**src/rtl/mul_pkg.sv**
```systemverilog
// Shared types and constants for the floating-point multiplier back end.
// Stage-register types are sized for the single-precision default widths.
package mul_pkg;

  localparam int FP_EXPO_W = 8;
  localparam int FP_MANT_W = 23;
  localparam int FP_PW     = 2*FP_MANT_W + 2;

  localparam int FLG_NV = 3;
  localparam int FLG_OF = 2;
  localparam int FLG_UF = 1;
  localparam int FLG_NX = 0;

  typedef struct packed {
    logic                 sign;
    logic [FP_EXPO_W-1:0] expo;
    logic [FP_MANT_W-1:0] mant;
  } fp_t;

  typedef struct packed {
    logic                 sign;
    logic                 r_isnan;
    logic                 r_is0nan;
    logic                 is_inf_nan;
    logic                 is_zero;
    logic [FP_EXPO_W+2:0] e1;
    logic [FP_PW-1:0]     norm;
  } s1_t;

  typedef struct packed {
    fp_t        res;
    logic [3:0] flags;
  } s2_t;

  function automatic fp_t qnan(input int ew, input int mw);
    fp_t q;
    q.sign = 1'b0;
    q.expo = FP_EXPO_W'((1 << ew) - 1);
    q.mant = FP_MANT_W'(1) << (mw - 1);
    return q;
  endfunction

endpackage

```
**src/rtl/mul_rndpack_lzc.sv**
```systemverilog
// Combinational leading-zero counter; an all-zero input reports W.
module lzc #(
  parameter  int W  = 48,
  localparam int CW = $clog2(W+1)
) (
  input  logic [W-1:0]  in_vec,
  output logic [CW-1:0] cnt
);

  always_comb begin
    cnt = CW'(W);
    for (int i = 0; i < W; i++) begin
      if (in_vec[i]) cnt = CW'(W - 1 - i);
    end
  end

endmodule

```
**src/rtl/mul_rndpack.sv**
```systemverilog
// Multiplier back end: normalize, round-to-nearest-even, detect over/underflow
// and pack the IEEE-754 word in a two-stage valid/ready pipeline.
module mul_rndpack import mul_pkg::*; #(
  parameter  int EXPO_W = FP_EXPO_W,
  parameter  int MANT_W = FP_MANT_W,
  localparam int PW     = 2*MANT_W + 2
) (
  input  logic                     clk,
  input  logic                     rst,
  input  logic                     in_valid,
  output logic                     in_ready,
  input  logic                     in_sign,
  input  logic [EXPO_W+1:0]        in_expo,
  input  logic [PW-1:0]            in_prod,
  input  logic                     in_a_is_n0,
  input  logic                     in_b_is_n0,
  input  logic                     in_r_isnan,
  input  logic                     in_r_is0nan,
  input  logic                     in_is_inf_nan,
  output logic                     out_valid,
  input  logic                     out_ready,
  output logic [EXPO_W+MANT_W:0]   out_res,
  output logic [3:0]               out_flags
);

  localparam int LZW = $clog2(PW+1);
  localparam int EW1 = EXPO_W + 3;
  localparam int WW  = PW + MANT_W + 3;
  localparam int RW  = EXPO_W + 2 + MANT_W;

  s1_t  s1_q, s1_d;
  s2_t  s2_q, s2_d;
  logic s1_valid_q, s1_valid_d;
  logic s2_valid_q, s2_valid_d;
  logic s2_adv;
  logic [LZW-1:0] lz;

  lzc #(.W(PW)) u_lzc (.in_vec(in_prod), .cnt(lz));

  assign s2_adv   = !s2_valid_q || out_ready;
  assign in_ready = !s1_valid_q || s2_adv;

  always_comb begin
    s1_valid_d = s1_valid_q;
    s1_d       = s1_q;
    if (in_ready) begin
      s1_valid_d = in_valid;
      if (in_valid) begin
        s1_d.sign       = in_sign;
        s1_d.r_isnan    = in_r_isnan;
        s1_d.r_is0nan   = in_r_is0nan;
        s1_d.is_inf_nan = in_is_inf_nan;
        s1_d.is_zero    = !in_a_is_n0 || !in_b_is_n0;
        s1_d.e1         = {in_expo[EXPO_W+1], in_expo} + EW1'(1) - EW1'(lz);
        s1_d.norm       = in_prod << lz;
      end
    end
  end

  logic             tiny, sat, sticky_sat, guard, sticky, inc, ovf, inexact;
  logic [EW1:0]     amt;
  logic [WW-1:0]    wide, shifted;
  logic [MANT_W:0]  kept;
  logic [EXPO_W+1:0] exp_base;
  logic [RW-1:0]    rounded;
  fp_t              res;
  logic [3:0]       flags;

  always_comb begin
    tiny       = s1_q.e1[EW1-1] || (s1_q.e1 == '0);
    amt        = (EW1+1)'(1) - {s1_q.e1[EW1-1], s1_q.e1};
    sat        = amt >= (EW1+1)'(MANT_W + 3);
    wide       = {s1_q.norm, (MANT_W+3)'(0)};
    shifted    = wide;
    sticky_sat = 1'b0;
    if (tiny) begin
      if (sat) begin
        shifted    = '0;
        sticky_sat = |s1_q.norm;
      end else begin
        shifted = wide >> amt;
      end
    end
    kept   = shifted[WW-1 -: MANT_W+1];
    guard  = shifted[WW-MANT_W-2];
    sticky = (|shifted[WW-MANT_W-3:0]) | sticky_sat;
    inc    = guard && (sticky || kept[0]);

    // The hidden bit of kept adds the missing 1 back onto e1-1, and a rounding
    // carry ripples naturally into the exponent field.
    exp_base = tiny ? '0 : s1_q.e1[EXPO_W+1:0] - (EXPO_W+2)'(1);
    rounded  = {exp_base, MANT_W'(0)} + RW'(kept) + RW'(inc);
    ovf      = rounded[RW-1:MANT_W] >= (EXPO_W+2)'((1 << EXPO_W) - 1);
    inexact  = guard || sticky;

    res           = {s1_q.sign, rounded[EXPO_W+MANT_W-1:0]};
    flags         = '0;
    flags[FLG_NX] = inexact || ovf;
    flags[FLG_UF] = tiny && inexact;
    flags[FLG_OF] = ovf;
    if (ovf) res = {s1_q.sign, {EXPO_W{1'b1}}, MANT_W'(0)};

    if (s1_q.r_isnan) begin
      res           = qnan(EXPO_W, MANT_W);
      flags         = '0;
      flags[FLG_NV] = s1_q.r_is0nan;
    end else if (s1_q.is_inf_nan) begin
      res   = {s1_q.sign, {EXPO_W{1'b1}}, MANT_W'(0)};
      flags = '0;
    end else if (s1_q.is_zero) begin
      res   = {s1_q.sign, EXPO_W'(0), MANT_W'(0)};
      flags = '0;
    end
  end

  always_comb begin
    s2_valid_d = s2_valid_q;
    s2_d       = s2_q;
    if (s2_adv) begin
      s2_valid_d = s1_valid_q;
      if (s1_valid_q) s2_d = '{res: res, flags: flags};
    end
  end

  always_ff @(posedge clk) begin
    if (rst) begin
      s1_valid_q <= 1'b0;
      s2_valid_q <= 1'b0;
      s2_q       <= '0;
    end else begin
      s1_valid_q <= s1_valid_d;
      s2_valid_q <= s2_valid_d;
      s2_q       <= s2_d;
    end
  end

  always_ff @(posedge clk) begin
    s1_q <= s1_d;
  end

  assign out_valid = s2_valid_q;
  assign out_res   = s2_q.res;
  assign out_flags = s2_q.flags;

endmodule

```
**config.mk**
```make
export PLATFORM = sky130hd
export DESIGN_NAME = mul_rndpack
export DESIGN_NICKNAME = d
export VERILOG_FILES = /design/src/rtl/mul_pkg.sv /design/src/rtl/mul_rndpack_lzc.sv /design/src/rtl/mul_rndpack.sv
export SDC_FILE = /design/constraint.sdc
export NUM_CORES = 1
export LEC_CHECK = 0
export BUFFER_PORTS_ARGS = -buffer_cell sky130_fd_sc_hd__buf_2
export CORE_MARGIN = 8
export CORE_UTILIZATION = 61
export DETAILED_ROUTE_END_ITERATION = 8
export GPL_TIMING_DRIVEN = 0
export HOLD_SLACK_MARGIN = 0.03
export PLACE_DENSITY = 0.82
export SETUP_SLACK_MARGIN = 0.1
export SLEW_MARGIN = 0
export SYNTH_ARGS = -nofsm -noshare
export SYNTH_HDL_FRONTEND = slang
export SYNTH_SLANG_ARGS = --single-unit
```
**constraint.sdc**
```tcl
create_clock -name clk -period 21.6 [get_ports clk]
set_clock_uncertainty 0.05 [all_clocks]
set_input_delay 2.16 -clock clk [delete_from_list [all_inputs] [get_ports clk]]
set_output_delay 2.16 -clock clk [all_outputs]
set_load 0.05 [all_outputs]
```
==> impl_metrics.env <==
export IMPL_status="finished clean"
export IMPL_post_cts_buffers=0
export IMPL_rows=50
export IMPL_wl_um=44210
export IMPL_drc=0
export IMPL_antenna_cells=0
export IMPL_vias=12680
export IMPL_route_antenna_remaining_nets=0
export IMPL_clk_path_buf_depth=2
export IMPL_synth_seq_cells=102
export IMPL_dpl_hpwl_um=34940
export IMPL_synth_cells=1398
export IMPL_track_usage=0.3614
export IMPL_ctsHoldBuffers=0
export IMPL_slew_violations=0
export IMPL_intPower_mw=0.4446
export IMPL_cts_resized=0
export IMPL_pin_count=106
export IMPL_numClockSinks=102
export IMPL_ys_types=89
export IMPL_core_area_sq_um=18640
export IMPL_crit_type="reg2reg"
export IMPL_setup_ws_ns=11.95
export IMPL_antenna_found_initial=1
export IMPL_wl_per_cell_um=25.26
export IMPL_slowest_delay_ns=0.60
export IMPL_synth_top_area_frac=0.1659
export IMPL_peakVddDrop_uv=40.15
export IMPL_power_frac_comb=0.473
export IMPL_synth_edff_count=64
export IMPL_powerDensity_nw_per_um2=61.86
export IMPL_yosys_warnings=0
export IMPL_grt_pass1_wl_um=67390
export IMPL_clkLatencyLatePin_ns=0.37
export IMPL_crit_arrival_ns=9.90
export IMPL_die_area_sq_um=23660
export IMPL_slowest_stage="a31oi_1"
export IMPL_synth_top_area_cell="edfxtp_1"
export IMPL_report_final_hold_viol_count=0
export IMPL_syn_to_final_growth_pct=9.827
export IMPL_synth_most_common_cell="nand2_1"
export IMPL_synth_commonest_cells="nand2_1, nor2_1, mux2i_1"
export IMPL_finish_utilization=0.6826
export IMPL_fill_cells=1582
export IMPL_path_max_fanout=10
export IMPL_clk_pin_slew_ns=0.08
export IMPL_max_clock_freq_mhz=103.6
export IMPL_fin_crit_sh=0.4469
export IMPL_cp_common_cell="buf_1"
export IMPL_routabilityCongestion=1.063
export IMPL_relSlewSlack=0.3238
export IMPL_h_tree_depth=3
export IMPL_leakagePower_nw=4.946
export IMPL_grt_start_max_net_pins=39
export IMPL_tns_ns=0
export IMPL_synth_fp_nets=1488
export IMPL_fp_dieH_um=153.8
export IMPL_root_buffer="clkbuf_16"
export IMPL_pwr_share_clk=0.216
export IMPL_grt_pass1_vias=12066
export IMPL_maxCapViolCount=0
export IMPL_drtIter0Drc=1536
export IMPL_cts_buffers_inserted=9
export IMPL_final_nets=1601
export IMPL_cp_start_kind="register"
export IMPL_dieWidth_um=153.8
export IMPL_synth_area_leaders="edfxtp_1, mux2i_1, mux4_2"
export IMPL_worst_pin_slew_ns=1.013
export IMPL_start_util=0.6215
export IMPL_setup_viol=0
export IMPL_worstHoldPathType="reg2reg"
export IMPL_ys_seq_area_frac=0.2315
export IMPL_port_buffers=101
export IMPL_p_sw_mw=0.3425
export IMPL_cp_end_kind="register"
export IMPL_vias_per_cell=7.246
export IMPL_synthesis_area_sq_um=11590
export IMPL_min_period_ns=9.653
export IMPL_drtPass1Iterations=8
export IMPL_swShare=0.4352
export IMPL_ys_flop_type="edfxtp_1"
export IMPL_place_ws_ns=12.21
export IMPL_avgSynthCellArea_sq_um=8.288
export IMPL_layout_drive_gt1_share=0.1735
export IMPL_cts_tree="yes"
export IMPL_rsz0062_at_grt="false"
export IMPL_synthArstFlopShare=0
export IMPL_overflow=0
export IMPL_cp_data_required_time_ns=21.85
export IMPL_power_frac_seq=0.312
==> power by group through the flow <==
| stage | clock, mW | combinational (mW) | sequential (mW) |
|---|---|---|---|
| floorplan | 0 | 0.248 | 0.246 |
| global placement | 0 | 0.351 | 0.247 |
| detailed placement | 0 | 0.356 | 0.248 |
| CTS | 0.170 | 0.358 | 0.244 |
| global route | 0.178 | 0.391 | 0.246 |
| finish | 0.170 | 0.372 | 0.245 |
==> critical path: cells and delay by family, from the launching register on <==
kind                     cells  cell delay, ns
adder cells (fa/ha/maj)      2            0.54
AND/OR/NAND/NOR              5            1.91
AO/OA/AOI/OAI                7            1.71
flip-flops                   1            0.33
buffers and inverters       15            5.02
==> registers in the layout, indices dropped and copies added, names as in the netlist <==
signal and cells:
out_valid 1, s1_q 64, out_flags 4, out_res 32, s1_valid_q 1
==> cell usage in the layout, fill, tap and decap left out, types with 10 or more instances in the layout <==
cell type and n:
o31ai_1 14, o22ai_1 14, mux2i_1 100, a22oi_1 25, ha_1 21, buf_2 110, buf_1 15, nand3_1 50
inv_1 38, a211oi_1 16, a221oi_1 10, o21ai_0 62, and2_1 14, mux2_2 35, nand2b_1 12, or3_1 12
xor2_1 16, edfxtp_1 64, clkbuf_1 65, nand4_1 13, nor3_1 32, dfxtp_1 38, xnor2_1 25, nor4_1 33
nor2b_1 14, nand2_1 144, a31oi_1 15, o21ai_2 20, a21oi_1 94, and3_1 15, a21o_1 12, o211ai_1 23
nor2_1 118, mux4_2 39
==> through the flow <==
step                power [mW]  hold WS (ns)  instances  instance area (sq um)
finish                  0.7871        0.3911       1750                  12720
global route            0.8158        0.4143       1750                  12720
CTS                     0.7717        0.3945       1750                  12720
detailed placement      0.6035        0.3836       1734                  12420
global placement        0.5981        0.3799       1733                  12380
floorplan               0.4943        0.4460       1398                  11590
==> final timing paths <==
path / start / to / slack (ns) / cells after the start
max reg2reg: s1_q[48] / out_res[9] / 11.95 / 29
max: s1_q[48] / out_res[9] / 11.95 / 29
min: out_res[0] / out_res[0] / 0.39 / 2
min reg2reg: out_res[0] / out_res[0] / 0.39 / 2
==> cell families after synthesis <==
family / count (synthesis) / synth area share
simple gates: 501 / 0.2136
compound gates: 416 / 0.2510
mux: 174 / 0.1962
buf+inv: 142 / 0.05227
flops: 102 / 0.2315
xor+xnor: 41 / 0.03099
fa+ha+maj: 22 / 0.02441
==> routing by layer <==
metal,share of wire,up-vias,global-route usage
met4,0.075,2,0.2538
met1,0.35,5933,0.4081
met5,0.00029,-,0
li1,-,5621,-
met2,0.49,907,0.6215
met3,0.089,217,0.05269
==> area by class of cell <==
type	count	area (sq um)	area share
timing repair buffer	102	525.5	0.04130
tap	234	292.8	0.02301
sequential	102	2683	0.2108
clock buffer	9	225.2	0.01770
buffer	100	447.9	0.03520
clock inverter	7	81.33	0.006391
multi-input combinational	1154	8312	0.6532
inverter	42	157.7	0.01239
No activity file was read; power rests on OpenSTA's default activity.
